--- src/rtl/reg_scoreboard.sv ---
// Register scoreboard: tracks pending register writes, gates issue on RAW/WAW hazards
// and the in-flight limit, and quiesces the pipeline on a drain request.
module reg_scoreboard #(
  parameter int unsigned MAX_OUT = 4
) (
  input  logic        clk,
  input  logic        reset,
  input  logic        issue_valid,
  input  logic [4:0]  issue_rs1,
  input  logic [4:0]  issue_rs2,
  input  logic [4:0]  issue_rd,
  input  logic        issue_wr,
  output logic        issue_ready,
  input  logic        wb_valid,
  input  logic [4:0]  wb_rd,
  input  logic        flush,
  input  logic        drain_req,
  output logic        drain_done,
  output logic [31:0] busy_mask,
  output logic [2:0]  outstanding,
  output logic [15:0] stall_count
);

  localparam int unsigned CNT_W     = 3;
  localparam logic [CNT_W-1:0] MAX_OUT_W = CNT_W'(MAX_OUT);

  typedef enum logic [1:0] {RUN, DRAIN, DONE} state_t;

  state_t             state;
  logic               wb_clear;
  logic               issue_set;
  logic               ready_c;
  logic [CNT_W-1:0]   out_after_wb;
  logic [31:0]        clr_mask;
  logic [31:0]        set_mask;
  logic [31:0]        busy_nxt;
  logic [CNT_W-1:0]   out_nxt;

  // A busy register stops being a hazard in the cycle its write-back lands (WB forwarding).
  function automatic logic hazard(input logic [4:0] r, input logic [31:0] busy,
                                  input logic wbv, input logic [4:0] wbr);
    return (r != 5'd0) && busy[r] && !(wbv && (wbr == r));
  endfunction

  always_comb begin
    wb_clear     = wb_valid && (wb_rd != 5'd0) && busy_mask[wb_rd];
    out_after_wb = outstanding - CNT_W'(wb_clear);
    ready_c      = !reset && !flush && (state == RUN)
                   && !hazard(issue_rs1, busy_mask, wb_valid, wb_rd)
                   && !hazard(issue_rs2, busy_mask, wb_valid, wb_rd)
                   && !(issue_wr && hazard(issue_rd, busy_mask, wb_valid, wb_rd))
                   && !(issue_wr && (out_after_wb >= MAX_OUT_W));
    issue_set    = issue_valid && ready_c && issue_wr && (issue_rd != 5'd0);
    clr_mask     = wb_clear  ? (32'd1 << wb_rd)    : 32'd0;
    set_mask     = issue_set ? (32'd1 << issue_rd) : 32'd0;
    // Set is applied after clear so a same-register issue/WB pair leaves the bit set.
    busy_nxt     = flush ? 32'd0 : (((busy_mask & ~clr_mask) | set_mask) & ~32'd1);
    out_nxt      = flush ? '0 : (outstanding + CNT_W'(issue_set) - CNT_W'(wb_clear));
  end

  assign issue_ready = ready_c;

  always_ff @(posedge clk) begin
    if (reset) begin
      state       <= RUN;
      busy_mask   <= 32'd0;
      outstanding <= '0;
      stall_count <= 16'd0;
      drain_done  <= 1'b0;
    end else begin
      busy_mask   <= busy_nxt;
      outstanding <= out_nxt;
      drain_done  <= 1'b0;
      if (issue_valid && !ready_c && (stall_count != 16'hFFFF))
        stall_count <= stall_count + 16'd1;
      case (state)
        RUN:   if (drain_req) state <= DRAIN;
        DRAIN: if (out_nxt == '0) begin
                 state      <= DONE;
                 drain_done <= 1'b1;
               end
        DONE:  state <= RUN;
        default: state <= RUN;
      endcase
    end
  end

endmodule

--- config.mk ---
export PLATFORM = sky130hd
export DESIGN_NAME = reg_scoreboard
export DESIGN_NICKNAME = d
export VERILOG_FILES = /design/src/rtl/reg_scoreboard.sv
export SDC_FILE = /design/constraint.sdc
export NUM_CORES = 1
export LEC_CHECK = 0
export BUFFER_PORTS_ARGS = -buffer_cell sky130_fd_sc_hd__buf_4
export CORE_ASPECT_RATIO = 1.25
export CORE_UTILIZATION = 40
export DETAILED_ROUTE_END_ITERATION = 16
export GPL_ROUTABILITY_DRIVEN = 0
export GPL_TIMING_DRIVEN = 0
export PLACE_DENSITY_LB_ADDON = 0.1
export SKIP_LAST_GASP = 1
export SLEW_MARGIN = 30
export SYNTH_ARGS = -nofsm -noshare
export SYNTH_HDL_FRONTEND = slang
export SYNTH_SLANG_ARGS = --single-unit
--- constraint.sdc ---
create_clock -name clk -period 4.7 [get_ports clk]
set_input_delay 0.705 -clock clk [delete_from_list [all_inputs] [get_ports clk]]
set_output_delay 0.705 -clock clk [all_outputs]
set_load 0.01 [all_outputs]
Word level (Yosys, flattened, before mapping)
Cells that the tools add are included.
{ "word_totals": {"word_cells": 86, "ff_bits": 54, "inputBits": 27, "output_inout_bits": 53} }
{ "op_classes": {"n_reduce_logical": 43, "shifts": 2, "n_bitwise": 4, "n_lt_le_gt_ge": 5, "n_mux": 15, "add_sub_neg": 4, "n_eq_ne": 7} }
{ "op_table": {"columns": ["operator", "n"], "rows": [
  ["two-way mux 32 bit", 2],
  ["<< shifter 1 x 5 -> 32 bit (first input constant)", 2],
  ["AND 32 bit", 1],
  ["NOT 32 bit", 1],
  ["OR 32 bit", 1],
  ["logical AND 1 bit", 24],
  ["less-than comparator 5 x 6 -> 1 bit (second input constant)", 4],
  ["binary-select mux 1 bit (select 5 bit)", 4],
  ["nonzero test 5 bit", 4],
  ["adder 16 x 1 -> 16 bit (second input constant)", 1],
  ["!= test 16 bit (second input constant)", 1],
  ["equality test 5 bit", 3],
  ["logical NOT 1 bit", 10],
  ["subtractor 3 x 1 -> 3 bit", 2],
  ["two-way mux 1 bit", 5],
  ["two-way mux 2 bit", 2],
  ["!= test 2 bit (second input constant)", 2],
  ["one-hot mux 2 bit (2 select lines)", 1],
  ["OR reduction 2 bit", 2],
  ["adder 3 x 1 -> 3 bit", 1],
  [">= comparator 3 bit (second input constant)", 1],
  ["logical NOT 3 bit", 1],
  ["two-way mux 3 bit", 1],
  ["equality test 2 x 1 -> 1 bit (second input constant)", 1],
  ["3 further kinds", 3]
]} }

Depth between registers and ports, before layout
Gate-level depths: netlist of the first run.
{ "depth": {"ltp_word": 18, "mapped_depth": 20, "mapped_depth_nobuf": 16} }

Least setup slack after synthesis of the first run
No wires, ideal clock.
{ "synth_path": {"kind": "input to register", "from": "input issue_rs1[1]", "to": "register state[0]", "arrival_ns": 4.458, "setup_time_ns": 0.078, "required_time_ns": 4.622, "slack_ns": 0.164, "path_buffers": 3, "cell_stages": 18, "cell_sequence": "clkbuf_1 mux4_2 o311ai_0 nor4_1 or3_1 nor4_4 buf_4 buf_6 nand3_1 ha_1 inv_1 ha_1 fa_1 xnor2_1 xnor2_1 a21oi_1 mux2i_1 nor3_1"} }
{ "synth_between": {"elab_chain_cells": 18, "word_cells_on_any_way": 22, "cone_classes": "add/sub: 2; eq/ne: 2; mux: 3; reduce/logical: 15"} }
{ "synth_rtl": {"columns": ["item", "line", "source"], "rows": [
  ["start: declaration", "9", "input logic [4:0] issue_rs1,"],
  ["binary-select mux 1 bit (select 5 bit) / equality test 5 bit (equally long branches)", "42", "return (r != 5'd0) && busy[r] && !(wbv && (wbr == r));"],
  ["two-way mux 1 bit (implied by the code) / logical AND 1 bit (equally long branches)", "42", null],
  ["logical AND 1 bit / logical NOT 1 bit (equally long branches)", "42", null],
  ["logical AND 1 bit (*)", "42", null],
  ["logical NOT 1 bit (*)", "49", "&& !hazard(issue_rs1, busy_mask, wb_valid, wb_rd)"],
  ["logical AND 1 bit (*)", "49", null],
  ["logical AND 1 bit (*)", "50", "&& !hazard(issue_rs2, busy_mask, wb_valid, wb_rd)"],
  ["logical AND 1 bit (*)", "51", "&& !(issue_wr && hazard(issue_rd, busy_mask, wb_valid, wb_rd))"],
  ["logical AND 1 bit (*)", "52", "&& !(issue_wr && (out_after_wb >= MAX_OUT_W));"],
  ["named net issue_ready", "13", "output logic issue_ready,"],
  ["logical AND 1 bit (*) (3 in a row)", "53", "issue_set = issue_valid && ready_c && issue_wr && (issue_rd != 5'd0);"],
  ["adder 3 x 1 -> 3 bit (*)", "58", "out_nxt = flush ? '0 : (outstanding + CNT_W'(issue_set) - CNT_W'(wb_clear));"],
  ["subtractor 3 x 1 -> 3 bit (*)", "58", null],
  ["two-way mux 3 bit (*)", "58", null],
  ["logical NOT 3 bit (*)", "78", "DRAIN: if (out_nxt == '0) begin"],
  ["!= test 2 bit (no source line) (*)", null, null],
  ["AND reduction 2 bit (no source line) (*)", null, null],
  ["end signal: assignment", "77", "RUN: if (drain_req) state <= DRAIN;"],
  ["end signal: assignment", "79", "state <= DONE;"],
  ["end signal: assignment", "82", "DONE: state <= RUN;"],
  ["end: declaration", "29", "state_t state;"]
]} }
Mark *: on every way through the listed nets, which the timed path passes. The rest lies on a longest branch. The select of a mux whose other input is x is not followed.
A chain may end at the register's enable or synchronous reset.

Final worst setup path of the first run
{ "layout_path": {"from": "input issue_rs2[0]", "to": "register state[0]"} }
{ "layout_between": {"elab_chain_cells": 17, "word_cells_on_any_way": 21, "cone_classes": "add/sub: 2; eq/ne: 2; mux: 3; reduce/logical: 14"} }
{ "layout_rtl": {"columns": ["item", "line", "source"], "rows": [
  ["start: declaration", "10", "input logic [4:0] issue_rs2,"],
  ["binary-select mux 1 bit (select 5 bit) / equality test 5 bit (equally long branches)", "42", null],
  ["two-way mux 1 bit (implied by the code) / logical AND 1 bit (equally long branches)", "42", null],
  ["logical AND 1 bit / logical NOT 1 bit (equally long branches)", "42", null],
  ["logical AND 1 bit (*)", "42", null],
  ["logical NOT 1 bit (*)", "50", null],
  ["logical AND 1 bit (*)", "50", null],
  ["logical AND 1 bit (*)", "51", null],
  ["logical AND 1 bit (*)", "52", null],
  ["logical AND 1 bit (*) (3 in a row)", "53", null],
  ["adder 3 x 1 -> 3 bit (*)", "58", null],
  ["subtractor 3 x 1 -> 3 bit (*)", "58", null],
  ["two-way mux 3 bit (*)", "58", null],
  ["logical NOT 3 bit (*)", "78", null],
  ["!= test 2 bit (no source line) (*)", null, null],
  ["AND reduction 2 bit (no source line) (*)", null, null]
]} }
Mark *: on every way between the ends. The rest lies on a longest branch, timed or not. The select of a mux whose other input is x is not followed.

==> flow_metrics.py, run 1 <==
metrics = {
    "logic_synthesis": {
        "netlist_area_um2": 3844,
        "synth_top_family_by_area": "multiplexers",
        "synthTopCellsByArea": "dfxtp_1 (28%), mux4_2 (16%), o211ai_1 (6.3%)",
        "synth_seq_area_share": 0.2760,
        "yosys.area_share.simple": 0.2090,
        "synth-compound-area-share": 0.1820,
        "async_reset_ff_frac": 0,
        "yosys.area_share.adder": 0.01497,
        "syn_area_per_cell_um2": 9.195,
        "yosysTopAreaCell": "dfxtp_1",
        "ys_ff_latch": 53,
        "synth_top_area_share": 0.2760,
        "synth_edf_count": 0,
        "ys_warn_count": 0,
        "synth_cell_types": 49,
        "synth_xor_area_frac": 0.03646,
        "ys.flop_type": "dfxtp_1",
        "ys_top_cells_by_count": "dfxtp_1 (53), nand2_1 (35), o211ai_1 (32)",
        "synth_most_common_cell": "dfxtp_1",
        "synth_cells": 418,
        "synthMuxAreaShare": 0.2246,
        "synth.net_count": 449,
    },
    "route": {
        "met1Wirelength_um": 4933,
        "route.detailed.drc": 0,
        "drt-total-wl_um": 12770,
        "viasPerCell": 6.155,
        "drtPass1Iterations": 5,
        "first_iter_violations": 244,
        "vias": 3804,
        "final_antenna_net_count": 0,
        "dr_wl_met3_um": 640,
        "dr_wl_met2_um": 6668,
        "routed.top_layer": "met4",
        "drt-wirelength-per-cell_um": 20.67,
    },
    "floorplan": {
        "design.core.area_um2": 9223,
        "die_area_um2": 10010,
        "die_y_um": 111.6,
        "start_util": 0.4168,
        "num_rows": 39,
        "ioPinCount": 80,
        "die_w_um": 89.68,
    },
    "worst_hold_path": {
        "hp-start": "state[1]$_SDFFE_PP0P_",
        "hp-class": "flop to flop",
    },
    "layout": {
        "drive_gt1_frac": 0.2990,
        "area_growth_pct": 23.47,
        "fin_nets": 525,
        "antennaDiodeCount": 0,
        "final_util": 0.5146,
    },
    "setup_path": {
        "slowest_stage": "mux4_2",
        "worstSetupStartpoint": "issue_rs2[0]",
        "crit_required_ns": 4.92,
        "crit_arrival_ns": 4.66,
        "crit_family": "simple AND/OR/NAND/NOR gates",
        "worstReg2RegStart": "busy_mask[16]$_SDFF_PP0_",
        "crit_path_frequent_cell": "buf_6",
        "crit_path_cell_trace": "buf_6 > mux4_2 > mux2_2 > o221ai_1 > a21oi_1 > or3_1 > nor4_4 > buf_6 > buf_6 > nand3_1 > ha_1 > inv_1 > ha_1 > fa_2 > xnor2_2 > xnor2_2 > a21oi_2 > mux2i_1 > nor3_1",
        "critPathMaxFanout": 10,
        "start_kind": "input port",
        "worstSetupPathType": "input port to flop",
        "slowest_delay_ns": 0.50,
        "cp-end-kind": "flop",
        "path_buf_inv": 4,
    },
    "power_and_ir_drop": {
        "power_density_nw_per_um2": 225.6,
        "p_leak_uw": 0.001710,
        "peakVddDrop_mv": 0.1869,
    },
    "clocking": {
        "cts_buffers": 5,
        "cts_buffer_depth": 2,
        "cts_tree": "built",
        "clkLatencyLatePin_ns": 0.30,
        "clock-sinks": 53,
        "postCtsHoldBufs": 0,
        "cts.clk_slew.worst_paths_ns": 0.07,
        "h-tree-depth": 2,
        "cts_root_buf": "clkbuf_16",
    },
    "placed_design": {
        "placement.io_buffers": 67,
        "hpwl_um": 9823,
    },
    "global_routing": {
        "grt_pass1_wl_um": 19830,
        "grt_max_degree": 17,
        "overflow": 0,
        "antenna_found_initial": 0,
        "grtUsageTotal": 0.2637,
        "grt_pass1_vias": 3750,
    },
    "sta": {
        "timing.fmax_ghz": 0.2255,
        "fin_skew_ns": 0.007780,
        "slew_viol_final": 0,
        "tightest_slew_ns": 0.5615,
        "finalHoldViolCount": 0,
        "period_share": 0.9434,
        "finalCriticalPeriod_ns": 4.434,
        "setup_violations": 0,
        "slew_headroom": 0.6257,
        "hold_ws_ns": 0.4784,
    },
    "flow_run": {
        "max_cap_viol_count": 0,
    },
    "status": {
        "outcome": "finished, final reports clean",
    },
}
## worst reg2reg max path: stages, from the launching register on
cell and delay [ns]:
dfxtp_1 0.40, mux4_2 0.49, mux2_2 0.27, o221ai_1 0.16, a21oi_1 0.07, or3_1 0.42, nor4_4 0.38, buf_6 0.15
buf_6 0.13, nand3_1 0.11, ha_1 0.30, inv_1 0.04, ha_1 0.18, fa_2 0.36, xnor2_2 0.16, xnor2_2 0.16
a21oi_2 0.19, mux2i_1 0.09, nor3_1 0.12
## worst paths after layout
kind	end	slack, ns	depth (start not counted)
worst min register to register	state[1]$_SDFFE_PP0P_	0.48	1
worst min-delay path	state[1]$_SDFFE_PP0P_	0.48	1
worst max register to register	state[0]$_SDFFE_PP0P_	0.44	18
worst max-delay path	state[0]$_SDFFE_PP0P_	0.27	19
## per-stage QoR
step            TNS [ns]  cell area (µm²)  power, µW  worst slack (ns)  instances
2_1_floorplan          0             3844      579.8            0.1638        418
6_report               0             4746       1071            0.2661        618
3_3_place_gp      -1.812             4501      634.0           -0.5284        608
5_1_grt        -0.004357             4746       1108         -0.004357        618
3_5_place_dp      -1.943             4501      635.4           -0.5525        608
4_1_cts                0             4688       1069           0.01851        617
## report_power, final
part | total, µW | leakage [µW] | switching (µW) | internal (µW)
logic | 174 | 0.00120 | 103 | 71.1
registers | 460 | 0.000428 | 5.76 | 454
clock network | 437 | 0.0000831 | 171 | 266
## layer usage
metal  track usage  vias to the layer above
met5             0                        -
met4        0.1471                        0
met3       0.03929                       38
met2        0.4475                      159
met1        0.3095                     1850
li1              -                     1757
## final cells by class
cell class,count,area [µm²]
Buffer,38,205.2
Clock buffer,6,138.9
Inverter,7,26.28
Timing Repair Buffer,69,518.0
Fill cell,894,4477
Tap cell,123,153.9
Sequential cell,53,1061
Multi-Input combinational cell,320,2605
Clock inverter,2,37.54
## cells in the final DEF, fill, tap and decap left out, types with 13 or more instances in the layout
| cell | count |
|---|---|
| a21oi_1 | 14 |
| buf_4 | 73 |
| clkbuf_1 | 15 |
| dfxtp_1 | 53 |
| mux4_2 | 27 |
| nand2_1 | 35 |
| nand3_1 | 17 |
| nor2_1 | 16 |
| nor2b_1 | 13 |
| o211ai_1 | 32 |
| o21ai_1 | 24 |
## repair_timing
action	4_1_cts	5_1_grt
endpoints found under the setup margin	3	3
buffers inserted	1	1
gates resized for setup	3	17
pin swaps	1	2
## cells by family after synthesis
kind of cell    count (synthesis)
flops                          53
other cells                     1
xor+xnor                       16
compound gates                104
simple gates                  144
mux                            51
buf+inv                        45
fa+ha+maj                       4
## state kept, by name (all words and copies together), names as in the netlist
name         flops
busy_mask       31
drain_done       1
outstanding      3
stall_count     16
state            2
No activity file was read; power rests on OpenSTA's default activity.
==> inputs of run 2 (changes only) <==
--- a/config.mk
+++ b/config.mk
@@ -6,11 +6,13 @@
 export NUM_CORES = 1
 export LEC_CHECK = 0
 export BUFFER_PORTS_ARGS = -buffer_cell sky130_fd_sc_hd__buf_4
+export CAP_MARGIN = 15
 export CORE_ASPECT_RATIO = 1.25
 export CORE_UTILIZATION = 40
 export DETAILED_ROUTE_END_ITERATION = 16
 export GPL_ROUTABILITY_DRIVEN = 0
 export GPL_TIMING_DRIVEN = 0
+export MAX_ROUTING_LAYER = met4
 export PLACE_DENSITY_LB_ADDON = 0.1
 export SKIP_LAST_GASP = 1
 export SLEW_MARGIN = 30
==> flow_metrics.py, run 2 (same netlist as run 1, synthesis figures left out) <==
metrics = {
    "global_routing": {
        "antenna_found_initial": 0,
        "grt_pass1_wl_um": 19770,
        "grt_pass1_vias": 3757,
        "overflow": 0,
        "grtUsageTotal": 0.2712,
        "grt_max_degree": 17,
    },
    "setup_path": {
        "path_buf_inv": 4,
        "cp.depth": 19,
        "r2r_end": "state[0]$_SDFFE_PP0P_",
        "reg2reg_depth": 18,
        "crit_path_cell_trace": "buf_6 > mux4_2 > mux2_2 > o221ai_1 > a21oi_1 > or3_1 > nor4_4 > buf_6 > buf_6 > nand3_1 > ha_1 > inv_1 > ha_1 > fa_2 > xnor2_2 > xnor2_2 > a21oi_2 > mux2i_1 > nor3_1",
        "cp-endpoint": "state[0]$_SDFFE_PP0P_",
        "worstReg2RegStart": "busy_mask[16]$_SDFF_PP0_",
        "start_kind": "input port",
        "crit_required_ns": 4.92,
        "critPathMaxFanout": 10,
        "cp-end-kind": "flop",
        "worstSetupPathType": "input port to flop",
        "crit_path_frequent_cell": "buf_6",
        "slowest_stage": "mux4_2",
        "regToRegSetupSlack_ns": 0.46,
        "worstSetupStartpoint": "issue_rs2[0]",
        "crit_family": "simple AND/OR/NAND/NOR gates",
        "slowest_delay_ns": 0.51,
        "crit_arrival_ns": 4.64,
    },
    "floorplan": {
        "start_util": 0.4168,
        "num_rows": 39,
        "design.core.area_um2": 9223,
        "die_w_um": 89.68,
        "die_y_um": 111.6,
        "ioPinCount": 80,
        "die_area_um2": 10010,
    },
    "clocking": {
        "clkLatencyLatePin_ns": 0.30,
        "cts_tree": "built",
        "clock-sinks": 53,
        "cts_buffers": 5,
        "cts_buffer_depth": 2,
        "cts_root_buf": "clkbuf_16",
        "cts.clk_slew.worst_paths_ns": 0.07,
        "h-tree-depth": 2,
    },
    "placed_design": {
        "placed_cell_area_um2": 4501,
        "preCtsSetupSlack_ns": -0.5525,
        "placement.io_buffers": 67,
        "hpwl_um": 9823,
    },
    "sta": {
        "setup_ws_ns": 0.2751,
        "finalCriticalPeriod_ns": 4.425,
        "tightest_slew_ns": 0.5637,
        "fin_skew_ns": 0.007190,
        "slew_headroom": 0.6242,
        "setup_violations": 0,
        "finalHoldViolCount": 0,
        "slew_viol_final": 0,
        "timing.fmax_ghz": 0.2260,
        "period_share": 0.9415,
        "hold_ws_ns": 0.4773,
    },
    "route": {
        "drt-wirelength-per-cell_um": 20.54,
        "final_antenna_net_count": 0,
        "drtPass1Iterations": 4,
        "drt-total-wl_um": 12690,
        "route.detailed.drc": 0,
        "viasPerCell": 6.108,
        "first_iter_violations": 257,
        "vias": 3775,
    },
    "layout": {
        "layout.cells.most_common": "buf_4",
        "area_growth_pct": 23.47,
        "top_register": "busy_mask",
        "fin_area_um2": 4746,
        "layout_common_cells": "buf_4 (73), dfxtp_1 (53), nand2_1 (35), o211ai_1 (32), mux4_2 (27)",
        "drive_gt1_frac": 0.2990,
        "largest_reg_flops": 31,
        "largestRegisters": "busy_mask: 31 flops, stall_count: 16 flops, outstanding: 3 flops",
        "fin_nets": 525,
        "nFillCells": 894,
        "antennaDiodeCount": 0,
    },
    "power_and_ir_drop": {
        "power_frac_comb": 0.162,
        "p_int_uw": 791.1,
        "clock_power_share": 0.408,
        "seq_power_share": 0.430,
        "power_density_nw_per_um2": 225.3,
        "power_switching_uw": 278.1,
        "p_sw_frac": 0.2601,
        "peakVddDrop_mv": 0.1868,
        "p_leak_uw": 0.001710,
    },
    "status": {
        "outcome": "finished, final reports clean",
    },
    "flow_run": {
        "max_cap_viol_count": 0,
    },
    "worst_hold_path": {
        "hp-class": "flop to flop",
    },
}
-- run 2: cell counts in the layout (fill, tap and decap cells not counted) --
Identical to the previous run, type by type.
-- run 2: per-stage QoR --
stage	TNS, ns	utilization	instances	total power (µW)
finish	0	0.5146	618	1069
global route	-0.006462	0.5146	618	1107
CTS	0	0.5083	617	1069
detailed placement	-1.943	0.4880	608	635.4
global placement	-1.812	0.4880	608	634.0
floorplan	0	-	418	579.8
-- run 2: worst min-delay path by stage --
stage                                from               endpoint  slack, ns  cells past startpoint
floorplan           state[1]$_SDFFE_PP0P_  drain_done$_SDFF_PP0_       0.45                      1
global placement    state[1]$_SDFFE_PP0P_  state[1]$_SDFFE_PP0P_       0.47                      1
detailed placement  state[1]$_SDFFE_PP0P_  state[1]$_SDFFE_PP0P_       0.48                      1
CTS                 state[1]$_SDFFE_PP0P_  state[1]$_SDFFE_PP0P_       0.49                      1
global route        state[1]$_SDFFE_PP0P_  drain_done$_SDFF_PP0_       0.51                      1
finish              state[1]$_SDFFE_PP0P_  state[1]$_SDFFE_PP0P_       0.48                      1
-- run 2: final cells by class --
class / count / area, µm² / share of cell area
tap: 123 / 153.9 / 0.03243
sequential: 53 / 1061 / 0.2236
timing repair buffer: 69 / 518.0 / 0.1091
clock buffer: 6 / 138.9 / 0.02926
inverter: 7 / 26.28 / 0.005537
multi-input combinational: 320 / 2605 / 0.5489
clock inverter: 2 / 37.54 / 0.007909
buffer: 38 / 205.2 / 0.04324
-- run 2: power by group through the flow --
| stage | Sequential, µW | Combinational, µW | Clock [µW] |
|---|---|---|---|
| final | 460 | 174 | 436 |
| after global placement | 470 | 164 | 0 |
| after CTS | 460 | 167 | 442 |
| after global routing | 461 | 188 | 459 |
| after detailed placement | 470 | 165 | 0 |
| after floorplan | 471 | 109 | 0 |
-- run 2: worst reg2reg max path: cells and delay by family, from the launching register on --
family / cells / cell delay (ns)
simple gates: 4 / 1.02
mux: 3 / 0.84
fa+ha+maj: 3 / 0.84
compound gates: 3 / 0.42
flops: 1 / 0.40
buf+inv: 3 / 0.32
xor+xnor: 2 / 0.32
-- run 2: what timing repair did --
item	in CTS	in global routing
buffers inserted	1	1
setup endpoints to repair	3	3
resized for setup	3	17
pin swaps	1	2
hold buffers	0	0
-- run 2: per-layer routing --
layer  wire length (µm)  share of wire  global-route usage  vias up
li1                   -              -                   -     1750
met1               4953           0.39              0.3063     1847
met2               6634           0.52              0.4505      143
met3                560          0.044             0.03706       35
met4                544          0.043              0.1503        0
met5                  0              0                   -        -
